## src/rtl/hist_builder_mc.sv

```systemverilog
// hist_builder_mc: multi-channel dToF histogram builder with saturating RMW accumulation and valid/ready bin readout
module hist_builder_mc #(
  parameter int CH_NUM = 2,
  parameter int BIN_W = 6,
  parameter int CNT_W = 8,
  parameter int ACQ_W = 10,
  localparam int CH_W = CH_NUM > 1 ? $clog2(CH_NUM) : 1
) (
  input  logic             clk,
  input  logic             res,
  input  logic             start,
  input  logic [ACQ_W-1:0] acq_num,
  input  logic             cyc_end,
  input  logic             hit_vld,
  input  logic [CH_W-1:0]  hit_ch,
  input  logic [BIN_W-1:0] hit_bin,
  output logic             busy,
  output logic             rd_vld,
  input  logic             rd_ready,
  output logic [CH_W-1:0]  rd_ch,
  output logic [BIN_W-1:0] rd_bin,
  output logic [CNT_W-1:0] rd_cnt,
  output logic             rd_last,
  output logic             sat_flag,
  output logic [7:0]       drop_cnt,
  output logic             frame_done
);
  localparam logic [CH_W-1:0] LAST_CH = CH_W'(CH_NUM - 1);
  localparam logic [CH_W:0] CH_LIM = (CH_W + 1)'(CH_NUM);
  typedef enum logic [2:0] {IDLE, CLEAR, ACCUM, DRAIN, DUMP} state_t;
  state_t state, state_nx;
  logic [CNT_W-1:0] mem [CH_NUM][2**BIN_W];
  logic [ACQ_W-1:0] acq_lat, cyc_cnt;
  logic [BIN_W-1:0] clr_addr, f_bin, s1_bin;
  logic [CH_W-1:0] f_ch, s1_ch;
  logic [CNT_W-1:0] s1_dat, wr_val;
  logic f_done, drn, s1_vld, acc_ok, fin_cyc, take, xfer, f_last;
  assign busy = state != IDLE;
  assign acc_ok = state == ACCUM && hit_vld && {1'b0, hit_ch} < CH_LIM;
  assign fin_cyc = state == ACCUM && cyc_end && cyc_cnt == acq_lat - ACQ_W'(1);
  assign xfer = rd_vld && rd_ready;
  assign take = state == DUMP && !f_done && (!rd_vld || rd_ready);
  assign f_last = f_ch == LAST_CH && f_bin == '1;
  assign wr_val = s1_dat == '1 ? s1_dat : s1_dat + CNT_W'(1);
  always_comb begin
    state_nx = state;
    case (state)
      IDLE:    state_nx = start ? CLEAR : IDLE;
      CLEAR:   state_nx = clr_addr == '1 ? ACCUM : CLEAR;
      ACCUM:   state_nx = fin_cyc ? DRAIN : ACCUM;
      DRAIN:   state_nx = drn ? DUMP : DRAIN;
      DUMP:    state_nx = xfer && rd_last ? IDLE : DUMP;
      default: state_nx = IDLE;
    endcase
  end
  always_ff @(posedge clk) begin
    if (!res) begin
      state <= IDLE;
      acq_lat <= '0;
      cyc_cnt <= '0;
      clr_addr <= '0;
      drn <= 1'b0;
      f_ch <= '0;
      f_bin <= '0;
      f_done <= 1'b0;
      s1_vld <= 1'b0;
      rd_vld <= 1'b0;
      rd_ch <= '0;
      rd_bin <= '0;
      rd_cnt <= '0;
      rd_last <= 1'b0;
      sat_flag <= 1'b0;
      drop_cnt <= '0;
      frame_done <= 1'b0;
    end else begin
      state <= state_nx;
      s1_vld <= acc_ok;
      frame_done <= state == DUMP && xfer && rd_last;
      drn <= state == DRAIN && !drn;
      clr_addr <= state == CLEAR ? clr_addr + BIN_W'(1) : '0;
      if (state == IDLE && start) begin
        acq_lat <= acq_num == '0 ? ACQ_W'(1) : acq_num;
        cyc_cnt <= '0;
        sat_flag <= 1'b0;
        drop_cnt <= '0;
        f_ch <= '0;
        f_bin <= '0;
        f_done <= 1'b0;
      end else begin
        if (state == ACCUM && cyc_end) cyc_cnt <= cyc_cnt + ACQ_W'(1);
        if (s1_vld && s1_dat == '1) sat_flag <= 1'b1;
        if (hit_vld && !acc_ok && drop_cnt != 8'hff) drop_cnt <= drop_cnt + 8'd1;
      end
      if (xfer) rd_vld <= 1'b0;
      if (take) begin
        rd_vld <= 1'b1;
        rd_ch <= f_ch;
        rd_bin <= f_bin;
        rd_cnt <= mem[f_ch][f_bin];
        rd_last <= f_last;
        f_done <= f_last;
        f_bin <= f_bin + BIN_W'(1);
        if (f_bin == '1) f_ch <= f_ch + CH_W'(1);
      end
    end
  end
  always_ff @(posedge clk) begin
    s1_ch <= hit_ch;
    s1_bin <= hit_bin;
    s1_dat <= s1_vld && s1_ch == hit_ch && s1_bin == hit_bin ? wr_val : mem[hit_ch][hit_bin];
    if (state == CLEAR) begin
      for (int c = 0; c < CH_NUM; c++) mem[c][clr_addr] <= '0;
    end else if (s1_vld) begin
      mem[s1_ch][s1_bin] <= wr_val;
    end
  end
endmodule
```

## config.mk

```make
export PLATFORM = sky130hd
export DESIGN_NAME = hist_builder_mc
export DESIGN_NICKNAME = d
export VERILOG_FILES = /design/src/rtl/hist_builder_mc.sv
export SDC_FILE = /design/constraint.sdc
export NUM_CORES = 2
export LEC_CHECK = 0
export ABC_CLOCK_PERIOD_IN_PS = 4000
export CAP_MARGIN = 0
export CELL_PAD_IN_SITES_DETAIL_PLACEMENT = 0
export CELL_PAD_IN_SITES_GLOBAL_PLACEMENT = 1
export CORE_MARGIN = 4
export CORE_UTILIZATION = 40
export DETAILED_ROUTE_END_ITERATION = 10
export PLACE_DENSITY_LB_ADDON = 0.1
export SYNTH_ARGS = -nofsm -noshare
export SYNTH_HDL_FRONTEND = slang
export SYNTH_SLANG_ARGS = --single-unit
```

## constraint.sdc

```tcl
create_clock -name clk -period 4 [get_ports clk]
set_clock_uncertainty 0.1 [all_clocks]
set_input_delay 0.6 -clock clk [delete_from_list [all_inputs] [get_ports clk]]
set_output_delay 0.6 -clock clk [all_outputs]
set_load 0.1 [all_outputs]
```

==> results.tsv <==
metric	value	unit
Vias/cell	6.27	
final hold vios	0	
clock transition at the registers of the reported paths	0.06	ns
Peak VDD IR	0.334	mV
Worst setup SP type	register	
HP Class	in -> reg	
DRT iter0 DRCs	5092	
pin count of the biggest net entering global routing	90	
fin crit period	3.75	ns
Synth cell types	77	
Largest delay share family, worst path	simple AND/OR/NAND/NOR gates	
status	finished, violations left	
row count	137	
Die H	384	um
H-tree depth	4	
vias in the first global route	38403	
Comb power frac	0.048	
CP max stage cell	nor3b_1	
CP peak stage delay	1.05	ns
gpl congestion	0.924	
fin nets	4301	
worst-margin pin slew	1.50	ns
sequential share of power	0.485	
Final ANT Viol Nets	0	
r2r setup slk	0.25	ns
IO buf count	50	
max_slew headroom	-0.00162	
asr flop ratio synth	0	
WHS	0.137	ns
area growth from synthesis to layout	15.5	%
Ys Warns	0	
total detailed-routing wirelength	217000	um
Max Cap Viol	1	
critical path required time	4.27	ns
Clock Sinks	1106	
clock share of power	0.466	
Post-synth EDFFs	1024	
starting density of the core	0.404	
Final Cell Area	0.0655	mm^2
failing checks	max-capacitance violations, max-slew violations	
flops & latches, synth	1106	
NetSw	5.98	mW
Post-route DRC	0	
pre-CTS setup slack	0.119	ns
Pins Over Slew Limit	7	
arrival time worst endpoint	4.02	ns
drt first pass iters	6	
Synthesized Nets	4127	
Tot GR Track Use	0.293	
switch share	0.232	
Worst-Skew Late Latency	0.76	ns
CP Capture Type	register	
most used flip-flop cell after synthesis	edfxtp_1	
final worst-path cycle share	0.938	
internal power	19.8	mW
crit-path max FO	12	
most common cell after layout, fill and taps aside	nor2_1	
CTS Buf Count	131	
Pwr Total	25.8	mW
cell area after synthesis	0.0567	mm^2
Finish-stage setup viols	0	
Mapped Cells	4098	
initial antenna violation count	11	
Crit Path Class	reg -> reg	
grt ovf	0	
PD cells	394	mW/mm^2
unrepaired setup endpoints after global routing	false	
share of synthesized area occupied by flip-flops and latches	0.571	
first-pass GRT wire length	303000	um
HPWL Detailed	149000	um
Max Freq	267	MHz
clk buf depth	3	
vias	39205	
buffer and inverter count on the worst path	1	
core footprint	0.140	mm^2
Die Span X	384	um
static leakage	17.8	nW
most frequent cells in the layout	1093 x nor2_1, 1024 x edfxtp_1, 525 x mux4_2	
Avg Cell Area, Syn	13.8	um^2
CP Cell Sequence	nor3b_1 -> nor2b_1 -> nand2_1 -> buf_4 -> o21ai_0	
I/O pin count	51	
clock root buffer master	clkbuf_16	
Post-CTS Hold Buffers	0	
WL/cell	34.7	um
Worst Slack Setup Final	0.249	ns
TritonCTS clock tree	done	
placed cell area	0.0612	mm^2
die area	0.148	mm^2
layout cells sized above 1	0.256	
==> metrics by stage <==
stage | util | std cells | TNS, ns
floorplan | - | 4098 | 0
global placement | 0.437 | 6014 | -0.0489
detailed placement | 0.437 | 6015 | 0
CTS | 0.467 | 6249 | 0
global route | 0.467 | 6249 | 0
finish | 0.467 | 6250 | 0
==> cell type report <==
| class | instances | area [um^2] |
|---|---|---|
| timing repair buffer | 389 | 3600 |
| fill | 12572 | 74700 |
| sequential | 1106 | 32400 |
| antenna | 1 | 2.50 |
| clock inverter | 70 | 664 |
| multi-input combinational | 2633 | 22800 |
| inverter | 11 | 41.3 |
| tap | 1876 | 2350 |
| clock buffer | 164 | 3590 |
==> kinds of logic (layout without fill, tap and decap cells) <==
logic type                 after synthesis  after routing  synth area share
adders and majority gates                6              6           0.00132
xor gates and xnor gates                36             36           0.00556
AOI/OAI and AO/OA                      422            422            0.0483
other                                    0              1                 0
and+or+nand+nor                       1522           1522             0.109
buffers and inverters                  359            634            0.0292
DFF                                   1106           1106             0.571
muxes                                  647            647             0.235
==> synth_stat cells (14+ instances only) <==
library cell     n  area (um^2)
mux4_2         525        11800
nand4_1         16          100
edfxtp_1      1024        30700
buf_4           14          105
nor2b_1         24          150
nand2_1        217          815
dfxtp_1         82         1640
xor2_1          14          123
nand2b_1        15         93.8
buf_1           23         86.3
nor2_1        1105         4150
mux4_1          17          447
buf_2           57          285
xnor2_1         22          193
a221oi_1        24          210
nor3_1          34          170
buf_6           19          214
a21oi_1         50          250
mux2i_1         99          991
o21ai_0        167          836
nand3_1         39          195
clkbuf_1       232          871
a22oi_1         53          398
a22o_1          22          193
==> worst register-to-register path, cell delays in order, from the launching register on <==
cell     delay (ns)
dfxtp_1        0.37
nor3b_1        1.05
nor2b_1        0.40
nand2_1        0.13
buf_4          0.28
o21ai_0        1.02
==> sequential cells by signal, indices dropped and copies added (netlist names), 8 cells and up, named ones only <==
register  cells
acq_lat      10
cyc_cnt      10
drop_cnt      8
mem        1024
rd_cnt        8
s1_dat        8
==> per-layer routing <==
| metal | global-route usage | up-vias | wire, um |
|---|---|---|---|
| met2 | 0.453 | 2103 | 99400 |
| met1 | 0.414 | 20561 | 87900 |
| met3 | 0.0607 | 378 | 21000 |
| met5 | 0 | - | 38 |
| li1 | - | 16157 | - |
| met4 | 0.101 | 6 | 8290 |
==> power groups by stage <==
stage	Clock, mW	Combinational (mW)	Sequential (mW)
global placement	0	1.24	12.8
global route	12.7	1.29	12.5
CTS	12.2	1.25	12.5
detailed placement	0	1.24	12.8
floorplan	0	0.667	12.7
finish	12.0	1.25	12.5
==> path summary, 6_finish.rpt <==
path	to	cells past startpoint	from
max reg2reg	mem[0][172]	5	state[2]
min	s1_bin[1]	1	hit_bin[1]
max	mem[0][172]	5	state[2]
min reg2reg	rd_ch	2	rd_ch
==> what timing repair did <==
item / CTS / global route
resized for setup: 0 / 1
buffers inserted: 0 / 0
hold endpoints to repair: 0 / 0
setup endpoints to repair: 0 / 8
No activity file was read; power rests on OpenSTA's default activity.
